==> src/rtl/wb_lfsr_pkg.sv <==
// Shared definitions for the LFSR Wishbone master: register map, control bits,
// FSM state encoding and a seed byte-lane helper.
package wb_lfsr_pkg;

    localparam logic [2:0] ADDR_SEED0 = 3'd0;
    localparam logic [2:0] ADDR_SEED1 = 3'd1;
    localparam logic [2:0] ADDR_SEED2 = 3'd2;
    localparam logic [2:0] ADDR_SEED3 = 3'd3;
    localparam logic [2:0] ADDR_CTRL  = 3'd4;

    localparam int CTRL_LFSR_RESET = 0;
    localparam int CTRL_LOAD_SEED  = 1;

    localparam logic [7:0] CTRL_WORD_LOAD = (8'd1 << CTRL_LFSR_RESET) | (8'd1 << CTRL_LOAD_SEED);
    localparam logic [7:0] CTRL_WORD_RUN  = 8'h00;

    typedef enum logic [2:0] {
        IDLE      = 3'd0,
        SEED      = 3'd1,
        CTRL_LOAD = 3'd2,
        CTRL_RUN  = 3'd3,
        READ      = 3'd4,
        ERR       = 3'd5
    } state_e;

    // Seed byte lane idx goes to seed register idx, least significant first.
    function automatic logic [7:0] seed_byte(input logic [31:0] seed, input logic [1:0] idx);
        return seed[{idx, 3'b000} +: 8];
    endfunction

endpackage

==> src/rtl/wb_lfsr_master_if.sv <==
// Wishbone classic-pipelined link between the LFSR master and its slave.
interface wb_lfsr_master_if;
    logic       cyc;
    logic       stb;
    logic       we;
    logic [2:0] addr;
    logic [7:0] dat_w;
    logic       stall;
    logic       ack;
    logic       dat_r;

    modport master (output cyc, stb, we, addr, dat_w, input stall, ack, dat_r);
    modport slave  (input cyc, stb, we, addr, dat_w, output stall, ack, dat_r);
endinterface

==> src/rtl/wb_lfsr_master_byte_fifo.sv <==
// Small byte FIFO with simultaneous push/pop; head byte is presented directly.
module byte_fifo #(
    parameter int DEPTH = 4
) (
    input  logic                     clk,
    input  logic                     rst,
    input  logic                     push,
    input  logic [7:0]               din,
    input  logic                     pop,
    output logic [7:0]               dout,
    output logic                     full,
    output logic                     empty,
    output logic [$clog2(DEPTH):0]   count
);
    localparam int AW = $clog2(DEPTH);
    localparam logic [AW:0] FULL_CNT = (AW + 1)'(DEPTH);
    localparam logic [AW:0] ZERO_CNT = {(AW + 1){1'b0}};

    logic [7:0]    mem_q [DEPTH];
    logic [7:0]    mem_d [DEPTH];
    logic [AW-1:0] wr_ptr_q, wr_ptr_d;
    logic [AW-1:0] rd_ptr_q, rd_ptr_d;
    logic [AW:0]   cnt_q, cnt_d;
    logic          do_push_s, do_pop_s;

    // Pointer, occupancy and storage update.
    always_comb begin
        mem_d     = mem_q;
        wr_ptr_d  = wr_ptr_q;
        rd_ptr_d  = rd_ptr_q;
        cnt_d     = cnt_q;
        do_push_s = push & (cnt_q != FULL_CNT);
        do_pop_s  = pop & (cnt_q != ZERO_CNT);
        if (do_push_s) begin
            mem_d[wr_ptr_q] = din;
            wr_ptr_d        = wr_ptr_q + AW'(1);
        end else begin
            wr_ptr_d = wr_ptr_q;
        end
        if (do_pop_s) begin
            rd_ptr_d = rd_ptr_q + AW'(1);
        end else begin
            rd_ptr_d = rd_ptr_q;
        end
        case ({do_push_s, do_pop_s})
            2'b10:   cnt_d = cnt_q + (AW + 1)'(1);
            2'b01:   cnt_d = cnt_q - (AW + 1)'(1);
            default: cnt_d = cnt_q;
        endcase
    end

    // FIFO state registers.
    always_ff @(posedge clk or posedge rst) begin
        if (rst) begin
            for (int i = 0; i < DEPTH; i++) begin
                mem_q[i] <= 8'h00;
            end
            wr_ptr_q <= {AW{1'b0}};
            rd_ptr_q <= {AW{1'b0}};
            cnt_q    <= ZERO_CNT;
        end else begin
            mem_q    <= mem_d;
            wr_ptr_q <= wr_ptr_d;
            rd_ptr_q <= rd_ptr_d;
            cnt_q    <= cnt_d;
        end
    end

    assign dout  = mem_q[rd_ptr_q];
    assign full  = (cnt_q == FULL_CNT);
    assign empty = (cnt_q == ZERO_CNT);
    assign count = cnt_q;

endmodule

==> src/rtl/wb_lfsr_master.sv <==
// Wishbone master that seeds and starts the LFSR slave, then reads bits into a byte FIFO.
// Optional bus-timeout detection is enabled by defining WB_LFSR_MASTER_TIMEOUT_EN.
module wb_lfsr_master
    import wb_lfsr_pkg::*;
#(
    parameter int FIFO_DEPTH  = 4,
    parameter int TIMEOUT_CYC = 15
) (
    input  logic        i_clk,
    input  logic        i_reset,
    input  logic        i_start,
    input  logic [31:0] i_seed,
    input  logic [7:0]  i_count,
    input  logic        i_abort,
    output logic        o_busy,
    output logic        o_err,
    output logic [7:0]  o_byte,
    output logic        o_byte_valid,
    input  logic        i_byte_ready,
    wb_lfsr_master_if.master wb
);
    localparam int CW = $clog2(FIFO_DEPTH) + 1;
    localparam logic [CW-1:0] ALMOST_FULL_CNT = CW'(FIFO_DEPTH - 1);

    state_e      state_q, state_d;
    logic [1:0]  idx_q, idx_d;
    logic [31:0] seed_q, seed_d;
    logic [7:0]  count_q, count_d;
    logic        abort_q, abort_d;
    logic        busy_q, busy_d;
    logic        cyc_q, cyc_d, stb_q, stb_d, we_q, we_d;
    logic [2:0]  addr_q, addr_d;
    logic [7:0]  dat_q, dat_d;
    logic [7:0]  sr_q, sr_d;
    logic [2:0]  bit_q, bit_d;
    logic [7:0]  byte_q, byte_d;

    logic          start_s, accept_s, ack_s, abort_s, read_ack_s;
    logic          push_s, pop_s, room_next_s, done_s;
    logic          issue_s, release_s, to_hit_s;
    logic [7:0]    push_data_s;
    logic          fifo_full_s, fifo_empty_s;
    logic [CW-1:0] fifo_cnt_s;

    // An ack only counts once the request has been (or is being) accepted.
    assign start_s     = (state_q == IDLE) & i_start;
    assign accept_s    = stb_q & ~wb.stall;
    assign ack_s       = cyc_q & wb.ack & ~(stb_q & wb.stall);
    assign abort_s     = abort_q | i_abort;
    assign read_ack_s  = ack_s & (state_q == READ);
    assign push_s      = read_ack_s & (bit_q == 3'd7);
    assign push_data_s = {sr_q[6:0], wb.dat_r};
    assign pop_s       = i_byte_ready & ~fifo_empty_s;
    assign done_s      = push_s & (count_q != 8'd0) & ((byte_q + 8'd1) == count_q);
    // Room for another read once this cycle's push/pop have settled.
    assign room_next_s = ~(fifo_full_s & ~pop_s) &
                         ~(push_s & ~pop_s & (fifo_cnt_s == ALMOST_FULL_CNT));

`ifdef WB_LFSR_MASTER_TIMEOUT_EN
    localparam int TW = $clog2(TIMEOUT_CYC + 1);
    logic [TW-1:0] to_q, to_d;
    logic          err_q, err_d;

    // Ack-wait counter and sticky error flag.
    always_comb begin
        if (cyc_q & ~ack_s) begin
            to_d = to_q + TW'(1);
        end else begin
            to_d = {TW{1'b0}};
        end
        if (state_q == ERR) begin
            err_d = 1'b1;
        end else if (start_s) begin
            err_d = 1'b0;
        end else begin
            err_d = err_q;
        end
    end

    assign to_hit_s = cyc_q & ~ack_s & (to_q == TW'(TIMEOUT_CYC - 1));

    // Timeout registers.
    always_ff @(posedge i_clk or posedge i_reset) begin
        if (i_reset) begin
            to_q  <= {TW{1'b0}};
            err_q <= 1'b0;
        end else begin
            to_q  <= to_d;
            err_q <= err_d;
        end
    end

    assign o_err = err_q;
`else
    logic unused_timeout_s;
    assign unused_timeout_s = (TIMEOUT_CYC > 0);
    assign to_hit_s         = 1'b0;
    assign o_err            = 1'b0;
`endif

    // State register.
    always_ff @(posedge i_clk or posedge i_reset) begin
        if (i_reset) begin
            state_q <= IDLE;
            idx_q   <= 2'd0;
        end else begin
            state_q <= state_d;
            idx_q   <= idx_d;
        end
    end

    // Next-state logic; issue_s starts a new beat, release_s drops the bus.
    always_comb begin
        state_d   = state_q;
        idx_d     = idx_q;
        issue_s   = 1'b0;
        release_s = 1'b0;
        if (to_hit_s) begin
            state_d   = ERR;
            release_s = 1'b1;
        end else begin
            case (state_q)
                IDLE: begin
                    if (i_start) begin
                        state_d = SEED;
                        idx_d   = 2'd0;
                        issue_s = 1'b1;
                    end else begin
                        state_d = IDLE;
                    end
                end
                SEED, CTRL_LOAD, CTRL_RUN: begin
                    if (!ack_s) begin
                        state_d = state_q;
                    end else if (abort_s) begin
                        state_d   = IDLE;
                        release_s = 1'b1;
                    end else if (state_q == CTRL_RUN) begin
                        state_d   = READ;
                        issue_s   = room_next_s;
                        release_s = ~room_next_s;
                    end else if (state_q == CTRL_LOAD) begin
                        state_d = CTRL_RUN;
                        issue_s = 1'b1;
                    end else if (idx_q == 2'd3) begin
                        state_d = CTRL_LOAD;
                        issue_s = 1'b1;
                    end else begin
                        idx_d   = idx_q + 2'd1;
                        issue_s = 1'b1;
                    end
                end
                READ: begin
                    if (cyc_q) begin
                        if (!ack_s) begin
                            state_d = READ;
                        end else if (abort_s | done_s) begin
                            state_d   = IDLE;
                            release_s = 1'b1;
                        end else begin
                            issue_s   = room_next_s;
                            release_s = ~room_next_s;
                        end
                    end else if (abort_s) begin
                        state_d = IDLE;
                    end else begin
                        issue_s = ~fifo_full_s;
                    end
                end
                ERR: begin
                    state_d = IDLE;
                end
                default: begin
                    state_d   = IDLE;
                    release_s = 1'b1;
                end
            endcase
        end
    end

    // Bus output values for the next cycle.
    always_comb begin
        cyc_d  = cyc_q;
        stb_d  = stb_q;
        we_d   = we_q;
        addr_d = addr_q;
        dat_d  = dat_q;
        if (issue_s) begin
            cyc_d = 1'b1;
            stb_d = 1'b1;
            case (state_d)
                SEED: begin
                    we_d   = 1'b1;
                    addr_d = ADDR_SEED0 | {1'b0, idx_d};
                    dat_d  = seed_byte(seed_d, idx_d);
                end
                CTRL_LOAD: begin
                    we_d   = 1'b1;
                    addr_d = ADDR_CTRL;
                    dat_d  = CTRL_WORD_LOAD;
                end
                CTRL_RUN: begin
                    we_d   = 1'b1;
                    addr_d = ADDR_CTRL;
                    dat_d  = CTRL_WORD_RUN;
                end
                READ: begin
                    we_d   = 1'b0;
                    addr_d = ADDR_SEED0;
                    dat_d  = 8'h00;
                end
                default: begin
                    cyc_d  = 1'b0;
                    stb_d  = 1'b0;
                    we_d   = 1'b0;
                    addr_d = 3'd0;
                    dat_d  = 8'h00;
                end
            endcase
        end else if (release_s) begin
            cyc_d  = 1'b0;
            stb_d  = 1'b0;
            we_d   = 1'b0;
            addr_d = 3'd0;
            dat_d  = 8'h00;
        end else if (accept_s) begin
            stb_d = 1'b0;
        end else begin
            stb_d = stb_q;
        end
    end

    // Seed/count capture, bit shifter and byte counting.
    always_comb begin
        seed_d  = seed_q;
        count_d = count_q;
        sr_d    = sr_q;
        bit_d   = bit_q;
        byte_d  = byte_q;
        if (start_s) begin
            seed_d  = i_seed;
            count_d = i_count;
            sr_d    = 8'h00;
            bit_d   = 3'd0;
            byte_d  = 8'd0;
        end else if (read_ack_s) begin
            sr_d = push_data_s;
            if (push_s) begin
                bit_d  = 3'd0;
                byte_d = byte_q + 8'd1;
            end else begin
                bit_d = bit_q + 3'd1;
            end
        end else begin
            sr_d = sr_q;
        end
        // A partial byte never survives a return to IDLE.
        if (state_d == IDLE) begin
            bit_d = 3'd0;
        end else begin
            bit_d = bit_d;
        end
        abort_d = (state_q != IDLE) & (state_d != IDLE) & abort_s;
        busy_d  = (state_d != IDLE);
    end

    // Datapath and bus output registers.
    always_ff @(posedge i_clk or posedge i_reset) begin
        if (i_reset) begin
            seed_q  <= 32'h0000_0000;
            count_q <= 8'd0;
            abort_q <= 1'b0;
            busy_q  <= 1'b0;
            cyc_q   <= 1'b0;
            stb_q   <= 1'b0;
            we_q    <= 1'b0;
            addr_q  <= 3'd0;
            dat_q   <= 8'h00;
            sr_q    <= 8'h00;
            bit_q   <= 3'd0;
            byte_q  <= 8'd0;
        end else begin
            seed_q  <= seed_d;
            count_q <= count_d;
            abort_q <= abort_d;
            busy_q  <= busy_d;
            cyc_q   <= cyc_d;
            stb_q   <= stb_d;
            we_q    <= we_d;
            addr_q  <= addr_d;
            dat_q   <= dat_d;
            sr_q    <= sr_d;
            bit_q   <= bit_d;
            byte_q  <= byte_d;
        end
    end

    byte_fifo #(.DEPTH(FIFO_DEPTH)) u_fifo (
        .clk   (i_clk),
        .rst   (i_reset),
        .push  (push_s),
        .din   (push_data_s),
        .pop   (pop_s),
        .dout  (o_byte),
        .full  (fifo_full_s),
        .empty (fifo_empty_s),
        .count (fifo_cnt_s)
    );

    assign o_byte_valid = ~fifo_empty_s;
    assign o_busy       = busy_q;
    assign wb.cyc       = cyc_q;
    assign wb.stb       = stb_q;
    assign wb.we        = we_q;
    assign wb.addr      = addr_q;
    assign wb.dat_w     = dat_q;

endmodule

==> src/flat_wrapper.sv <==
// flat-port wrapper written by rule: the top's interface ports become plain ports
module wb_lfsr_master_flat import wb_lfsr_pkg::*;
#(
    parameter int FIFO_DEPTH  = 4,
    parameter int TIMEOUT_CYC = 15
)
  (i_clk, i_reset, i_start, i_seed, i_count, i_abort, o_busy, o_err, o_byte, o_byte_valid, i_byte_ready, wb_cyc, wb_stb, wb_we, wb_addr, wb_dat_w, wb_stall, wb_ack, wb_dat_r);
  wb_lfsr_master_if wb_i ();
  input  logic i_clk;
  input  logic i_reset;
  input  logic i_start;
  input  logic [31:0] i_seed;
  input  logic [7:0] i_count;
  input  logic i_abort;
  output logic o_busy;
  output logic o_err;
  output logic [7:0] o_byte;
  output logic o_byte_valid;
  input  logic i_byte_ready;
  output wire logic [$bits(wb_i.cyc)-1:0] wb_cyc;
  output wire logic [$bits(wb_i.stb)-1:0] wb_stb;
  output wire logic [$bits(wb_i.we)-1:0] wb_we;
  output wire logic [$bits(wb_i.addr)-1:0] wb_addr;
  output wire logic [$bits(wb_i.dat_w)-1:0] wb_dat_w;
  input wire logic [$bits(wb_i.stall)-1:0] wb_stall;
  input wire logic [$bits(wb_i.ack)-1:0] wb_ack;
  input wire logic [$bits(wb_i.dat_r)-1:0] wb_dat_r;
  assign wb_cyc = wb_i.cyc;
  assign wb_stb = wb_i.stb;
  assign wb_we = wb_i.we;
  assign wb_addr = wb_i.addr;
  assign wb_dat_w = wb_i.dat_w;
  assign wb_i.stall = wb_stall;
  assign wb_i.ack = wb_ack;
  assign wb_i.dat_r = wb_dat_r;
  wb_lfsr_master #(.FIFO_DEPTH(FIFO_DEPTH), .TIMEOUT_CYC(TIMEOUT_CYC)) u_core (.i_clk(i_clk), .i_reset(i_reset), .i_start(i_start), .i_seed(i_seed), .i_count(i_count), .i_abort(i_abort), .o_busy(o_busy), .o_err(o_err), .o_byte(o_byte), .o_byte_valid(o_byte_valid), .i_byte_ready(i_byte_ready), .wb(wb_i));
endmodule
==> config.mk <==
export PLATFORM = sky130hd
export DESIGN_NAME = wb_lfsr_master_flat
export DESIGN_NICKNAME = d
export VERILOG_FILES = /design/src/rtl/wb_lfsr_pkg.sv /design/src/rtl/wb_lfsr_master_if.sv /design/src/rtl/wb_lfsr_master_byte_fifo.sv /design/src/rtl/wb_lfsr_master.sv /design/src/flat_wrapper.sv
export SDC_FILE = /design/constraint.sdc
export NUM_CORES = 1
export LEC_CHECK = 0
export ABC_CLOCK_PERIOD_IN_PS = 2600
export CORE_AREA = 2 2 110 112
export DETAILED_ROUTE_END_ITERATION = 10
export DIE_AREA = 0 0 112 114
export GPL_TIMING_DRIVEN = 0
export PLACE_DENSITY = 0.79
export SKIP_LAST_GASP = 1
export SLEW_MARGIN = 20
export SYNTH_ARGS = -nofsm -noshare
export SYNTH_HDL_FRONTEND = slang
export SYNTH_HIERARCHICAL = 1
export SYNTH_SLANG_ARGS = --single-unit
==> constraint.sdc <==
create_clock -name i_clk -period 2.6 [get_ports i_clk]
set_input_delay 0.52 -clock i_clk [delete_from_list [all_inputs] [get_ports i_clk]]
set_output_delay 0.52 -clock i_clk [all_outputs]
set_load 0.03 [all_outputs]
==> run_results.csv <==
group,metric,value,unit
route,vias,4177,
timing,period_share,106,%
setup_path,reg2reg_depth,11,
placement,dp_hpwl,8780,um
setup_path,timing.rr.end,"u_core/wb.dat_w[1]",
placement,placedCellCount,683,
clock_tree,clk_path_buf_depth,2,
setup_path,cp_cell_sequence,"ha_2 -> ha_4 -> nor4bb_4 -> and3_1 -> buf_6 -> o2111ai_2 -> a2111o_1 -> a211o_1 -> nor2_4 -> buf_6 -> o2bb2ai_1",
finish,seq_area,2950,um^2
placement,dp_slack,-0.849,ns
setup_path,setup.worst_path.class,"reg2reg",
yosys,ys_types,67,
placement,dpl_cell_area,6640,um^2
setup_path,slowest_delay,0.48,ns
yosys,seq_area_frac_synth,51.7,%
grt,globalRouteTotalUtil,21.7,%
yosys,ys_ff_latch,118,
clock_tree,cts_inserted_buffers,17,
clock_tree,ctsRootBufferMaster,"clkbuf_16",
finish,final_layout_size_suffix_gt1_share,31.8,%
finish,final_net_count,626,
yosys,yosys_warnings,6,
worst_hold_path,hold_depth,1,
clock_tree,clk_latency,0.41,ns
die,die_h,114,um
grt,use_met1,25.7,%
finish,postLayoutCellArea,7560,um^2
setup_path,path_common_cell,"buf_6",
timing,timing.fmax,362,MHz
finish,fill_cells,833,
setup_path,worst-path-max-fanout,5,
die,die_area,12800,um^2
route,firstDrtPassIters,4,
finish,finalNonFillerCells,729,
yosys,synth_edf_count,0,
setup_path,path_delay_family,"compound AO/OA/AOI/OAI gates",
status,status,"finished with violations",
setup_path,end_kind,"register",
power,powerDensity,1030,nW/um^2
power,vdd_drop_max,0.730,mV
timing,clock_skew,0.0115,ns
grt,grt.met2_usage,37.4,%
grt,antenna_found_initial,0,
route,viasPerCell,5.73,
die,placementRows,40,
setup_path,crit_required,2.93,ns
grt,grt_pass1_wl,21800,um
worst_hold_path,hp-class,"reg2reg",
power,p_leak,0.00338,uW
clock_tree,cts.sinks,118,
setup_path,reg2reg_slack,-0.16,ns
timing,slew_viol_final,0,
clock_tree,clkSlewWorstSetupHoldPaths,0.06,ns
placement,routabilityCongestion,0.895,
setup_path,r2r_start,"u_core/bit_q[1]",
yosys,synth_area,5710,um^2
route,ant_nets,0,
die,start_util,48.8,%
setup_path,crit_arrival,3.09,ns
route,avgRoutedWirePerCell,18.9,um
job,maxCapViolations,0,
grt,overflow,0,
yosys,synth.avg_cell_area,12.3,um^2
grt,gr-usage-met3,6.54,%
grt,top_usage_layer,"met2",
yosys,synth_nets,521,
route,route.detailed.drc,0,
finish,area_delta_synth_final,32.3,%
timing,worst_slew_pin_slew,0.798,ns
finish,final_cell_mix,"dfrtp_1, mux2_2, clkdlybuf4s50_1",
grt,grt_max_degree,47,
setup_path,crit_path_start_kind,"register",
grt,grt_pass1_vias,4414,
route,routed_wl,13800,um
route,drtIter0Drc,285,
yosys,synthArstFlopShare,100,%
setup_path,cp.buffers_inverters,2,
worst_hold_path,min_to,"u_core/wb.dat_w[7]",
die,dieWidth,112,um
finish,multiInputGateArea,2720,um^2
die,io_pins,73,
placement,portBuffers,71,
die,core,11700,um^2
clock_tree,htreeDepth,4,
finish,n_antenna_cell,0,
timing,layout_min_cycle_time,2.76,ns
clock_tree,cts_tree,"yes",
timing,finalSetupTns,-2.43,ns
timing,setup_slack,-0.161,ns
status,violations,"setup timing",
yosys,synthFlopType,"dfrtp_1",
timing,grt_setup_unrepaired,"yes",
timing,setup_violations,20,
worst_hold_path,hold_start,"u_core/wb.dat_w[7]",
timing,relSlewSlack,46.7,%
finish,final_common_cell,"dfrtp_1",
timing,hold_viol_final,0,
yosys,synth_cells,464,
setup_path,crit_slowest_cell,"a2111o_1",
-- stage by stage --
stage                     utilization (%)  power [uW]  hold WS [ns]
final                                64.5        7780         0.496
after global routing                 64.5        8170         0.509
after CTS                            63.3        7660         0.491
after detailed placement             56.7        5090         0.473
after global placement               56.4        4980         0.474
after floorplan                         -        4360         0.471
-- layer usage --
| layer | vias to the layer above | share of wire, % |
|---|---|---|
| li1 | 1895 | - |
| met1 | 2096 | 40 |
| met2 | 145 | 52 |
| met3 | 41 | 5.9 |
| met4 | 0 | 2.5 |
| met5 | - | 0 |
-- flip-flops by register name, summed over array words and instances, names as in the netlist, 2 cells and up --
name and count:
u_core/byte_q 8, u_core/u_fifo/count 3, u_core/wb.dat_w 8, u_core/u_fifo/wr_ptr_q 2
u_core/u_fifo/mem_q 32, u_core/state_q 3, u_core/sr_q 7, u_core/wb.addr 3
u_core/count_q 8, u_core/idx_q 2, u_core/bit_q 3, u_core/u_fifo/rd_ptr_q 2
u_core/seed_q 32
-- cells by family (layout without fill, tap and decap cells) --
| group | after synthesis | count (layout) | synth area share, % |
|---|---|---|---|
| and+or+nand+nor | 106 | 106 | 9.46 |
| DFF | 118 | 118 | 51.7 |
| other | 1 | 1 | 0.0657 |
| xor gates and xnor gates | 15 | 15 | 2.30 |
| AOI/OAI and AO/OA | 74 | 74 | 9.88 |
| muxes | 99 | 99 | 20.7 |
| adders and majority gates | 9 | 9 | 2.10 |
| buffers and inverters | 42 | 160 | 3.81 |
-- area by class of cell --
type,count,area share [%]
Timing Repair Buffer,87,11.3
Tap cell,147,2.43
Buffer,22,2.07
Inverter,19,0.977
Multi-Input combinational cell,304,35.9
Clock inverter,13,2.38
Clock buffer,19,5.86
Sequential cell,118,39.1
-- cells in the mapped netlist (2+ instances only) --
master       n  area, um^2
a211oi_1     3        22.5
a21boi_0     3        22.5
a21oi_1      5        25.0
a22o_1       9        78.8
a22o_2       3        30.0
a2bb2oi_1    2        17.5
a31oi_1      2        12.5
and3_1       3        18.8
buf_1        2        7.51
buf_2        9        45.0
buf_4        5        37.5
buf_6        4        45.0
clkbuf_1     3        11.3
dfrtp_1    118        2950
ha_1         8         100
inv_1       19        71.3
mux2_2      72         811
mux2i_1     19         190
mux4_2       8         180
nand2_1     21        78.8
nand3_1      7        35.0
nand4_1      4        25.0
nor2_1      33         124
nor2_2       4        25.0
nor2b_1      3        18.8
nor3_1      12        60.1
nor4b_1      2        17.5
o2111ai_1    2        17.5
o211ai_1     3        22.5
o21ai_0     15        75.1
o2bb2ai_1   11        96.3
or3_1        2        12.5
xnor2_1     10        87.6
xor2_1       5        43.8
-- how the worst max path moves through the flow --
stage                startpoint                  to  slack (ns)  cells past startpoint
3_5_place_dp             wb_ack     u_core/bit_q[0]       -0.85                      9
3_3_place_gp            i_reset    u_core/seed_q[0]       -1.22                      2
6_report        u_core/bit_q[1]  u_core/wb.dat_w[1]       -0.16                     11
5_1_grt         u_core/bit_q[0]  u_core/wb.dat_w[4]       -0.24                     11
2_1_floorplan           i_reset      u_core/abort_q        0.06                      1
4_1_cts        u_core/byte_q[1]  u_core/wb.dat_w[4]       -0.02                      9
-- where the power goes --
group | switching [uW] | internal (uW) | total [uW]
registers | 308 | 2320 | 2630
logic | 1420 | 1280 | 2710
clock network | 826 | 1620 | 2450
-- timing repair --
item,in CTS,in global routing
pin swaps,13,12
setup endpoints to repair,36,29
gates cloned,1,0
hold buffers,0,0
setup buffers,10,4
gates resized for setup,30,20
(Power assumes the default switching activity.)
